File: config.mk
export PLATFORM = sky130hd
export DESIGN_NAME = seg7_scan_driver
export DESIGN_NICKNAME = d
export VERILOG_FILES = /design/src/rtl/seg7_pkg.sv /design/src/rtl/scan_timebase.sv /design/src/rtl/seg7_scan_driver.sv
export SDC_FILE = /design/constraint.sdc
export NUM_CORES = 1
export LEC_CHECK = 0
export BUFFER_PORTS_ARGS = -buffer_cell sky130_fd_sc_hd__buf_4
export CAP_MARGIN = 20
export CORE_AREA = 2 2 80 82
export DETAILED_ROUTE_END_ITERATION = 8
export DIE_AREA = 0 0 82 84
export GPL_ROUTABILITY_DRIVEN = 0
export PLACE_DENSITY_LB_ADDON = 0.25
export SKIP_LAST_GASP = 1
export SLEW_MARGIN = 40
export SYNTH_ARGS = -nofsm -noshare
export SYNTH_HDL_FRONTEND = slang
export SYNTH_SLANG_ARGS = --single-unit
File: constraint.sdc
create_clock -name clk100_i -period 2.8 [get_ports clk100_i]
set_input_delay 0.56 -clock clk100_i [delete_from_list [all_inputs] [get_ports clk100_i]]
set_output_delay 0.56 -clock clk100_i [all_outputs]
set_load 0.05 [all_outputs]
File: src/rtl/seg7_pkg.sv
// Shared constants and types for the 4-digit multiplexed 7-segment driver.
package seg7_pkg;

    localparam int unsigned NUM_DIGITS = 4;
    localparam logic [6:0]  SEG_OFF    = 7'h7F;
    localparam logic [3:0]  AN_OFF     = 4'hF;

    typedef logic [1:0] digit_idx_t;

    // Active-low one-cold anode pattern for a digit index.
    function automatic logic [3:0] anode_for(input digit_idx_t d);
        return ~(4'b0001 << d);
    endfunction

endpackage

File: src/rtl/scan_timebase.sv
// Scan timebase: digit slot counter, digit index, frame counter and blink phase.
module scan_timebase
    import seg7_pkg::*;
#(
    parameter int unsigned SCAN_DIV     = 99999,
    parameter int unsigned BLANK_CYCLES = 100,
    parameter int unsigned BLINK_FRAMES = 62
) (
    input  logic       clk,
    input  logic       rst,
    output digit_idx_t digit,
    output logic       in_blank,
    output logic       frame_start,
    output logic       blink_phase
);

    localparam int unsigned SCAN_W  = (SCAN_DIV > 0) ? $clog2(SCAN_DIV + 1) : 1;
    localparam int unsigned FRAME_W = (BLINK_FRAMES > 1) ? $clog2(BLINK_FRAMES) : 1;

    logic [SCAN_W-1:0]  scan_cnt;
    logic [FRAME_W-1:0] frame_cnt;
    logic               slot_end;
    logic               frame_end;

    assign slot_end    = (scan_cnt == SCAN_W'(SCAN_DIV));
    assign frame_end   = slot_end && (digit == 2'd3);
    assign in_blank    = (scan_cnt < SCAN_W'(BLANK_CYCLES));
    assign frame_start = (scan_cnt == '0) && (digit == 2'd0);

    // Advance slot/digit every clock; frame and blink phase roll over at frame end.
    always_ff @(posedge clk) begin
        if (rst) begin
            scan_cnt    <= '0;
            digit       <= 2'd0;
            frame_cnt   <= '0;
            blink_phase <= 1'b0;
        end else begin
            if (slot_end) begin
                scan_cnt <= '0;
                digit    <= digit + 2'd1;
            end else begin
                scan_cnt <= scan_cnt + SCAN_W'(1);
            end
            if (frame_end) begin
                if (frame_cnt == FRAME_W'(BLINK_FRAMES - 1)) begin
                    frame_cnt   <= '0;
                    blink_phase <= ~blink_phase;
                end else begin
                    frame_cnt <= frame_cnt + FRAME_W'(1);
                end
            end
        end
    end

endmodule

File: src/rtl/seg7_scan_driver.sv
// Time-multiplexed 4-digit common-anode 7-segment driver with blink, decimal
// points, inter-digit blanking and frame-coherent input snapshot.
module seg7_scan_driver
    import seg7_pkg::*;
#(
    parameter int unsigned SCAN_DIV     = 99999,
    parameter int unsigned BLANK_CYCLES = 100,
    parameter int unsigned BLINK_FRAMES = 62
) (
    input  logic       clk100_i,
    input  logic       rst_i,
    input  logic [6:0] hex3_i,
    input  logic [6:0] hex2_i,
    input  logic [6:0] hex1_i,
    input  logic [6:0] hex0_i,
    input  logic [3:0] blink_mask_i,
    input  logic [3:0] dp_mask_i,
    output logic [3:0] an_o,
    output logic [6:0] seg_o,
    output logic       dp_o
);

    digit_idx_t digit;
    logic       in_blank;
    logic       frame_start;
    logic       blink_phase;

    logic [NUM_DIGITS-1:0][6:0] snap_hex;
    logic [NUM_DIGITS-1:0]      snap_blink;
    logic [NUM_DIGITS-1:0]      snap_dp;

    logic [3:0] an_nxt;
    logic [6:0] seg_nxt;
    logic       dp_nxt;

    scan_timebase #(
        .SCAN_DIV     (SCAN_DIV),
        .BLANK_CYCLES (BLANK_CYCLES),
        .BLINK_FRAMES (BLINK_FRAMES)
    ) u_timebase (
        .clk         (clk100_i),
        .rst         (rst_i),
        .digit       (digit),
        .in_blank    (in_blank),
        .frame_start (frame_start),
        .blink_phase (blink_phase)
    );

    // Capture all display inputs once per frame so a change never tears mid-frame.
    always_ff @(posedge clk100_i) begin
        if (rst_i) begin
            snap_hex   <= {NUM_DIGITS{SEG_OFF}};
            snap_blink <= '0;
            snap_dp    <= '0;
        end else if (frame_start) begin
            snap_hex   <= {hex3_i, hex2_i, hex1_i, hex0_i};
            snap_blink <= blink_mask_i;
            snap_dp    <= dp_mask_i;
        end
    end

    // Select what the bus shows next; blinked-off digits keep their anode asserted.
    always_comb begin
        an_nxt  = AN_OFF;
        seg_nxt = SEG_OFF;
        dp_nxt  = 1'b1;
        if (!in_blank) begin
            an_nxt = anode_for(digit);
            if (!(snap_blink[digit] && blink_phase)) begin
                seg_nxt = snap_hex[digit];
                dp_nxt  = ~snap_dp[digit];
            end
        end
    end

    // Register the outputs so the pins are glitch-free.
    always_ff @(posedge clk100_i) begin
        if (rst_i) begin
            an_o  <= AN_OFF;
            seg_o <= SEG_OFF;
            dp_o  <= 1'b1;
        end else begin
            an_o  <= an_nxt;
            seg_o <= seg_nxt;
            dp_o  <= dp_nxt;
        end
    end

endmodule

==> flow_summary_export.csv, run 1 <==
group,metric,value,unit
sta,fin_ws,0.499,ns
sta,setup_viol,0,
die,rows,29,
drt,wl,7330,um
power_and_ir_drop,power_frac_comb,11.3,%
setup_path,start_kind,"register",
power_and_ir_drop,ir_drop,0.296,mV
hold_path,hold_end,"snap_hex[21]",
place,hpwl,4940,um
cts,htreeDepth,3,
power_and_ir_drop,pwr-share-seq,51.9,%
layout,layout.nets,446,
power_and_ir_drop,clock_power_share,36.8,%
setup_path,critPathLaunch,"u_timebase.scan_cnt[13]",
die,pin_count,50,
sta,finalHoldViolCount,0,
logic_synthesis,synth_warnings,0,
place,dp_cells,466,
place,portBuffers,49,
place,pre_cts_ws,0.525,ns
grt,grt_overflow_total,0,
sta,relSlewSlack,65.8,%
die,coreArea,6100,sq um
power_and_ir_drop,p_leak,0.00145,uW
setup_path,rrSetupSlack,0.50,ns
flow_run,drv_cap,0,
cts,clock_latency,0.34,ns
grt,grt_pass1_wl,12100,um
layout,layout_commonest_cell,"dfxtp_1",
cts,root_buffer,"clkbuf_8",
drt,firstDrtPassIters,5,
logic_synthesis,synth_nets,401,
hold_path,hp-class,"input port to register",
die,die_y,84,um
cts,cts_setup_buffers,0,
power_and_ir_drop,p_sw_share,24.4,%
logic_synthesis,synth-simple-area-share,24.7,%
power_and_ir_drop,cellPowerDensity,575,nW/um^2
sta,fmaxAchievable,435,MHz
layout,fillers,541,
drt,wl_per_cell,15.2,um
sta,worst_slew_pin_slew,0.512,ns
die,initial_core_util,52.5,%
sta,fin_crit_sh,82.2,%
sta,rsz0062_at_grt,"false",
drt,via_count,2787,
setup_path,reg2reg_from,"u_timebase.scan_cnt[13]",
grt,antenna_found_initial,0,
die,dieArea,6890,sq um
sta,skew,0.0102,ns
logic_synthesis,synthAdderAreaFrac,3.13,%
power_and_ir_drop,switching_power,540,uW
status,status,"complete, no violations",
power_and_ir_drop,p_int,1670,uW
setup_path,path_max_fanout,20,
hold_path,hold_path.startpoint,"hex3_i[0]",
logic_synthesis,synth-seq-cells,74,
setup_path,cp.required,3.07,ns
logic_synthesis,synth_top_family_by_area,"simple AND/OR/NAND/NOR gates",
cts,post_cts_resized,0,
layout,drive_gt1_share,21.8,%
layout,final_cell_mix,"dfxtp_1 (74), nand3_1 (73), buf_4 (59)",
sta,period_needed,2.30,ns
logic_synthesis,syn_area_per_cell,9.02,sq um
setup_path,endpoint_kind,"register",
grt,grt_max_degree,39,
logic_synthesis,muxShareOfSynthArea,6.33,%
logic_synthesis,syn_inst,355,
setup_path,critPathKind,"register to register",
cts,cts_buffers,9,
logic_synthesis,synth_cell_types,32,
sta,slew_viol_final,0,
sta,tns,0,ns
cts,clkSlewWorstSetupHoldPaths,0.07,ns
logic_synthesis,synth.cell_area,3200,sq um
cts,ctsHoldBuffers,0,
layout,layout.cells.non_filler,481,
layout,area_growth,20.3,%
cts,cts_tree,"built",
setup_path,arrival,2.57,ns
layout,diodes,0,
cts,clockBufferDepth,2,
grt,grtUsageTotal,22.7,%
setup_path,rr_endpoint,"u_timebase.frame_cnt[5]",
setup_path,r2r_cells,4,
layout,final_util,63.2,%
grt,first_global_vias,2609,
drt,via_per_inst,5.79,
drt,drc,0,
hold_path,whs_path_depth,3,
die,fp.dieW,82,um
logic_synthesis,synth_xor_area_share,3.56,%
logic_synthesis,synth_compound_area_share,11.7,%
drt,drt_iter0_drc,204,
drt,postRouteAntennaNets,0,
logic_synthesis,ys_seq_area_share,46.3,%
cts,clkSinkCount,74,
==> cell type report <==
type / count / area (sq um) / area share (%)
clock inverters: 4 / 51.3 / 1.33
inverters: 8 / 30.0 / 0.780
well taps: 77 / 96.3 / 2.50
repair buffers: 60 / 463 / 12.0
flip-flops and latches: 74 / 1480 / 38.5
multi-input cells: 247 / 1590 / 41.2
clock buffers: 11 / 141 / 3.67
==> Yosys cell counts, drive strengths merged <==
cell    number  share of area, %
dfxtp       74                46
nand3       73                11
o21ai       43               6.7
clkbuf      22               2.6
a21oi       19               3.0
nor2        17               2.0
nand2       12               1.4
mux4         9               6.3
ha           8               3.1
inv          8              0.94
or4          8               2.1
nand2b       7               1.4
nand4        7               1.4
or3          7               1.4
xor2         7               1.9
xnor2        6               1.6
and4         5               1.4
o31ai        5               1.2
buf          4              0.78
nor3         3              0.47
and3         2              0.39
nor4         2              0.39
or2          2              0.39
a221oi       1              0.27
nor4bb       1              0.31
o311ai       1              0.27
o41ai        1              0.27
or4bb        1              0.35
==> flip-flops by register name, summed over array words and instances (netlist names), 2 cells and up <==
| signal | flops |
|---|---|
| snap_hex | 28 |
| snap_dp | 4 |
| u_timebase.digit | 2 |
| u_timebase.frame_cnt | 6 |
| u_timebase.scan_cnt | 17 |
| snap_blink | 4 |
| an_o | 4 |
| seg_o | 7 |
==> worst max-delay path, stage by stage (launching register included) <==
cell     delay, ns
dfxtp_1       0.36
or4_4         0.56
or4_4         0.65
or4_1         0.51
a21oi_1       0.15
==> power groups by stage <==
stage	logic, uW	clock network, uW	registers, uW
after floorplan	166	0	1160
after CTS	251	835	1150
after global placement	243	0	1170
after detailed placement	250	0	1170
final	250	814	1150
after global routing	282	880	1160
==> layer usage <==
layer  routed length (um)  global-route usage (%)  part of all wire [%]
met5                    0                       0                     0
met4                   84                    10.0                   1.1
met3                  361                    3.68                   4.9
met2                 3480                    33.2                    47
met1                 3410                    32.7                    46
==> worst max path at each step <==
stage	endpoint	slack [ns]
floorplan	u_timebase.blink_phase	0.58
detailed placement	u_timebase.frame_cnt[2]	0.53
finish	u_timebase.frame_cnt[5]	0.50
CTS	u_timebase.frame_cnt[2]	0.51
global placement	u_timebase.frame_cnt[3]	0.58
global route	u_timebase.frame_cnt[5]	0.42
==> cells by family (layout without fill, tap and decap cells) <==
kind of cell / count (synthesis) / count (layout)
mux: 9 / 9
simple gates: 147 / 147
buf+inv: 34 / 83
compound gates: 70 / 70
fa+ha+maj: 8 / 8
xor+xnor: 13 / 13
flops: 74 / 74
==> stage by stage <==
| stage | hold WS, ns | cell area [sq um] | total power, uW |
|---|---|---|---|
| final | 0.446 | 3850 | 2210 |
| after global routing | 0.439 | 3850 | 2320 |
| after CTS | 0.435 | 3850 | 2230 |
| after detailed placement | 0.466 | 3660 | 1420 |
| after global placement | 0.459 | 3660 | 1410 |
| after floorplan | 0.441 | 3200 | 1330 |
(Power assumes the default switching activity.)
==> run 2, diff against run 1 <==
Settings changed: CORE_AREA 2 2 80 82 to 2 2 84 86, DIE_AREA 0 0 82 84 to 0 0 86 88.
Clock period 2.8 ns to 1.95 ns, I/O delays scaled along.
==> run 2 against run 1 <==
The flow now finishes with violations (setup timing). Clock power increased by 46%. Largest power group unchanged. Sequential share of layout area decreased by 4.7 points. Non-clock buffer count is 33 higher. Sequential power rose by 45%.
==> flow_summary_export.csv, run 2 (synthesized netlist as in run 1, its figures left out) <==
group,metric,value,unit
cts,htreeDepth,3,
power_and_ir_drop,pwr-share-seq,50.4,%
layout,largest_register,"snap_hex",
sta,period_needed,2.13,ns
power_and_ir_drop,p_leak,0.00168,uW
power_and_ir_drop,p_int,2430,uW
grt,grtUsageTotal,23.1,%
cts,clock_latency,0.36,ns
cts,clkSlewWorstSetupHoldPaths,0.08,ns
layout,area_growth,37.3,%
cts,cts_tree,"built",
setup_path,cp.required,2.25,ns
place,dp_cells,493,
setup_path,path_max_fanout,7,
cts,clockBufferDepth,2,
die,fp.dieW,86,um
sta,setup_viol,60,
layout,multi_input_area,1760,sq um
hold_path,hp-class,"input port to register",
power_and_ir_drop,switching_power,878,uW
layout,reg_top3,"snap_hex: 28 flops, u_timebase.scan_cnt: 17 flops, seg_o: 7 flops",
status,status,"finished, violations left",
place,hpwl,5290,um
sta,tns,-8.27,ns
cts,ctsHoldBuffers,0,
sta,slew_viol_final,0,
layout,drive_gt1_share,36.7,%
setup_path,critPathKind,"register to register",
drt,drc,0,
power_and_ir_drop,clock_power_share,36.0,%
sta,skew,0.00954,ns
layout,final_cell_mix,"buf_4 (80), nand3_1 (73), dfxtp_1 (72)",
layout,layout.cells.non_filler,519,
die,dieArea,7570,sq um
setup_path,arrival,2.43,ns
power_and_ir_drop,cellPowerDensity,753,nW/um^2
grt,grt_pass1_wl,13500,um
drt,firstDrtPassIters,5,
sta,fin_crit_sh,109,%
drt,postRouteAntennaNets,0,
drt,wl_per_cell,16.5,um
setup_path,start_kind,"register",
sta,worst_slew_pin_slew,0.715,ns
sta,relSlewSlack,52.3,%
die,rows,30,
sta,hold-worst-slack,0.254,ns
die,initial_core_util,48.2,%
drt,wl,8540,um
place,portBuffers,49,
die,pin_count,50,
grt,grt_max_degree,37,
layout,layout_commonest_cell,"buf_4",
cts,clkSinkCount,74,
sta,rsz0062_at_grt,"true",
place,pre_cts_ws,-0.218,ns
cts,cts_buffers,9,
drt,via_count,3033,
sta,fin_ws,-0.184,ns
layout,seq_area,1480,sq um
sta,fmaxAchievable,469,MHz
power_and_ir_drop,p_sw_share,26.5,%
setup_path,endpoint_kind,"register",
grt,grt_overflow_total,0,
grt,antenna_found_initial,0,
power_and_ir_drop,power.total,3310,uW
sta,finalHoldViolCount,0,
drt,via_per_inst,5.84,
layout,diodes,0,
flow_run,drv_cap,0,
status,violations,"setup timing",
drt,drt_iter0_drc,168,
layout,largest_reg_flops,28,
grt,first_global_vias,2854,
power_and_ir_drop,ir_drop,0.506,mV
die,die_y,88,um
layout,layout.nets,480,
die,coreArea,6640,sq um
cts,root_buffer,"clkbuf_8",
layout,fillers,538,
power_and_ir_drop,power_frac_comb,13.6,%
## run 2: cell types whose count changed in the layout (fill, tap and decap cells not counted), moves of 2 or more
cell | before | now
o21ai_0 | 42 | 4
a21oi_1 | 19 | 17
buf_16 | 0 | 2
a21oi_2 | 0 | 2
clkinvlp_4 | 1 | 3
o21ai_2 | 0 | 27
buf_4 | 59 | 80
buf_6 | 0 | 4
buf_12 | 1 | 6
or4_4 | 2 | 4
dfxtp_2 | 0 | 2
o21ai_1 | 1 | 11
dfxtp_1 | 74 | 72
## run 2: worst paths after layout
path / cells after the start / start / endpoint / slack, ns
worst max register to register: 4 / u_timebase.scan_cnt[8] / u_timebase.frame_cnt[5] / -0.18
worst min register to register: 2 / snap_blink[2] / snap_blink[2] / 0.47
worst min-delay path: 3 / hex1_i[3] / snap_hex[10] / 0.25
worst max-delay path: 4 / u_timebase.scan_cnt[8] / u_timebase.frame_cnt[5] / -0.18
## run 2: worst max-delay path, cell delays in order, from the launching register on
cell	delay [ns]
dfxtp_1	0.31
or4_4	0.56
or4_4	0.59
or4_1	0.49
a21oi_1	0.12
## run 2: routing by layer
layer,track usage [%],up-vias,part of all wire [%]
li1,-,1456,-
met1,28.3,1483,42
met2,38.9,80,51
met3,7.63,14,5.2
met4,6.64,0,1.4
met5,0,-,0
## run 2: per-stage QoR
| step | utilization [%] | instance area, sq um |
|---|---|---|
| 2_1_floorplan | - | 3260 |
| 6_report | 66.1 | 4390 |
| 3_5_place_dp | 58.8 | 3910 |
| 4_1_cts | 64.2 | 4270 |
| 3_3_place_gp | 58.7 | 3900 |
| 5_1_grt | 66.1 | 4390 |
## run 2: what timing repair did
item	4_1_cts	5_1_grt
gates cloned	4	0
hold endpoints to repair	0	0
resized for setup	16	34
setup buffers	3	3
endpoints found under the setup margin	64	64
pin swaps	13	6
## run 2: power groups by stage
| stage | Clock [uW] | Combinational, uW | Sequential [uW] |
|---|---|---|---|
| 2_1_floorplan | 0 | 254 | 1670 |
| 5_1_grt | 1270 | 496 | 1680 |
| 4_1_cts | 1200 | 414 | 1650 |
| 6_report | 1190 | 449 | 1670 |
| 3_5_place_dp | 0 | 405 | 1680 |
| 3_3_place_gp | 0 | 396 | 1680 |
## run 2: layout make-up
cell class	count	area share, %
well taps	80	2.28
inverters	8	0.684
flip-flops and latches	74	33.8
clock buffers	10	2.91
multi-input cells	248	40.0
clock inverters	6	1.51
repair buffers	93	18.8
==> run 3, diff against run 2 <==
Settings changed: CORE_AREA 2 2 84 86 to 2 2 83 85, DIE_AREA 0 0 86 88 to 0 0 85 87, SYNTH_HIERARCHICAL set to 1.
==> run 3 against run 2 <==
The flow still finishes with violations (setup timing). Sequential power barely moved. Hold slack got worse by 0.015 ns. Die area fell by 2.3%. Critical path depth rose by 3. Final cell count fell by 7.1%. Synthesized cell count fell by 12%. Combinational power rose by 12%. Clock power rose by 31%. Core utilization rose by 2.4 points. Total power rose by 12%. Register-to-register slack got worse by 0.06 ns. Synthesized area rose by 0.66%. Critical endpoint is now snap_hex[5].
==> flow_summary_export.csv, run 3 <==
group,metric,value,unit
logic_synthesis,synth.cell_area,3220,sq um
sta,relSlewSlack,71.1,%
setup_path,crit_chain,"or4_4, or4_4, nor2_4, buf_12, buf_12, nor2b_1, a211o_1",
drt,via_count,2670,
sta,fmaxAchievable,455,MHz
setup_path,path_max_fanout,9,
setup_path,cpPeakStageDelay,0.52,ns
layout,drive_gt1_share,37.3,%
cts,clockBufferDepth,2,
die,rows,30,
die,initial_core_util,49.0,%
logic_synthesis,ys_async_sr_fraction,0,%
logic_synthesis,synth_edf_count,0,
setup_path,crit_buf_inv,2,
cts,clock_latency,0.35,ns
cts,root_buffer,"clkbuf_8",
grt,grt_max_degree,40,
hold_path,hold_end,"snap_hex[7]",
power_and_ir_drop,ir_drop,0.579,mV
setup_path,path_delay_family,"simple AND/OR/NAND/NOR gates",
drt,wl,7800,um
layout,layout.cells.non_filler,482,
die,fp.dieW,85,um
place,dpl-instance-area,3860,sq um
setup_path,rrSetupSlack,-0.25,ns
grt,first_global_vias,2531,
power_and_ir_drop,p_leak,0.00172,uW
logic_synthesis,synth-seq-cells,74,
sta,setup_viol,71,
layout,final_util,68.5,%
logic_synthesis,synth_top_area_share,46.0,%
sta,finalHoldViolCount,0,
layout,final_cell_area,4500,sq um
logic_synthesis,syn_area_per_cell,10.3,sq um
setup_path,rr_endpoint,"snap_hex[5]",
logic_synthesis,synth_common_cells,"dfxtp_1 (74), a211o_1 (28), nor2b_1 (28)",
layout,reg_top3,"snap_hex: 28 flops, u_timebase/scan_cnt: 17 flops, seg_o: 7 flops",
layout,area_growth,39.7,%
sta,period_needed,2.20,ns
logic_synthesis,synth_nets,358,
place,portBuffers,49,
logic_synthesis,ys_seq_area_share,46.0,%
cts,cts_tree,"built",
layout,largest_reg_flops,28,
status,status,"finished, violations left",
cts,clkSlewWorstSetupHoldPaths,0.08,ns
flow_run,drv_cap,0,
sta,fin_ws,-0.246,ns
layout,largest_register,"snap_hex",
setup_path,cp.required,2.19,ns
die,pin_count,50,
grt,grt_pass1_wl,11800,um
die,die_y,87,um
sta,slew_viol_final,0,
drt,wl_per_cell,16.2,um
status,violations,"setup timing",
hold_path,whs_path_depth,2,
drt,via_per_inst,5.54,
grt,grtUsageTotal,20.5,%
hold_path,hold_path.startpoint,"hex1_i[0]",
logic_synthesis,synth_cell_types,42,
sta,skew,0.00822,ns
grt,grt_overflow_total,0,
layout,final_cell_mix,"buf_4 (81), dfxtp_1 (69), nor2b_1 (28), a211o_1 (28), nor2_1 (14)",
layout,diodes,0,
setup_path,endpoint_kind,"register",
cts,cts_buffers,9,
die,coreArea,6570,sq um
place,dp_cells,452,
setup_path,start_kind,"register",
hold_path,hp-class,"input port to register",
layout,layout.nets,441,
logic_synthesis,syn_inst,314,
drt,firstDrtPassIters,4,
drt,drt_iter0_drc,146,
sta,rsz0062_at_grt,"true",
setup_path,arrival,2.43,ns
place,hpwl,4680,um
sta,fin_crit_sh,113,%
die,dieArea,7400,sq um
cts,htreeDepth,3,
sta,worst_slew_pin_slew,0.433,ns
setup_path,reg2reg_from,"u_timebase/scan_cnt[16]",
logic_synthesis,ys_top_cells_by_area,"dfxtp_1 (46%), a211o_1 (7.6%), nor2b_1 (5.4%)",
setup_path,r2r_cells,7,
drt,drc,0,
logic_synthesis,synthFlopType,"dfxtp_1",
power_and_ir_drop,cellPowerDensity,825,nW/um^2
logic_synthesis,yosysTopAreaCell,"dfxtp_1",
setup_path,critPathKind,"register to register",
logic_synthesis,synth_warnings,6,
cts,clkSinkCount,74,
cts,ctsHoldBuffers,0,
setup_path,cpMaxStageDelayCell,"or4_4",
logic_synthesis,yosysMostFrequentCell,"dfxtp_1",
grt,antenna_found_initial,0,
drt,postRouteAntennaNets,0,
layout,layout_commonest_cell,"buf_4",
## run 3: changes by cell type after synthesis, sizes merged, moves of 10 or more
cell	delta
nand3	-64
o21ai	-37
a211o	+28
nor2b	+28
mux2i	+10
nor2	+10
## run 3: routing by layer
layer | track usage, % | vias up | routed length, um
li1 | - | 1302 | -
met1 | 24.8 | 1259 | 3280
met2 | 34.3 | 86 | 3910
met3 | 4.08 | 23 | 356
met4 | 11.1 | 0 | 251
met5 | 0 | - | 0
## run 3: timing repair
item                                    4_1_cts  5_1_grt
setup buffers                                 4        7
endpoints found under the setup margin       71       73
gates resized for setup                      10       41
cloned                                        1        3
pin swaps                                    17       22
## run 3: layout make-up
| cell class | instances | area (sq um) |
|---|---|---|
| repair buffers | 92 | 808 |
| clock inverters | 7 | 141 |
| clock buffers | 9 | 124 |
| well taps | 80 | 100 |
| flip-flops and latches | 74 | 1490 |
| multi-input cells | 211 | 1800 |
| inverters | 9 | 33.8 |
| fillers | 497 | 2070 |
## run 3: worst register-to-register path: cells and delay by family (launching register included)
kind	cells	cell delay [ns]
buf+inv	2	0.26
flops	1	0.33
compound gates	1	0.24
simple gates	4	1.26
## run 3: kinds of logic (layout without fill, tap and decap cells)
group / count (synthesis) / after routing / share of synthesized area (%)
flip-flops: 74 / 74 / 46.0
adder cells (fa/ha/maj): 6 / 6 / 2.33
AND/OR/NAND/NOR: 116 / 117 / 20.4
AO/OA/AOI/OAI: 57 / 57 / 13.8
multiplexers: 18 / 18 / 9.40
buffers and inverters: 30 / 117 / 4.58
XOR/XNOR: 13 / 13 / 3.53
## run 3: through the flow
stage | hold slack [ns] | TNS [ns] | total power [uW] | setup slack (ns)
detailed placement | 0.467 | -14.31 | 2080 | -0.254
global placement | 0.455 | -13.04 | 2070 | -0.232
floorplan | 0.441 | -5.78 | 1950 | -0.198
global route | 0.228 | -16.10 | 3850 | -0.297
finish | 0.239 | -12.46 | 3710 | -0.246
CTS | 0.227 | -11.01 | 3630 | -0.214
## run 3: worst max-delay path by stage
stage,cells after the start,endpoint,slack (ns),startpoint
after floorplan,8,snap_blink[0],-0.20,u_timebase/scan_cnt[7]
after global placement,6,seg_o[3],-0.23,u_timebase/scan_cnt[16]
after detailed placement,5,u_timebase/digit[1],-0.25,u_timebase/scan_cnt[12]
after CTS,4,u_timebase/frame_cnt[3],-0.21,u_timebase/scan_cnt[15]
after global routing,7,snap_hex[9],-0.30,u_timebase/scan_cnt[16]
final,7,snap_hex[5],-0.25,u_timebase/scan_cnt[16]
## run 3: where the power goes
part	switching [uW]	internal, uW	total (uW)	leakage, uW
combinational	206	297	503	0.000982
clock	579	979	1560	0.000129
sequential	43.8	1600	1650	0.000609
total	830	2880	3710	0.00172
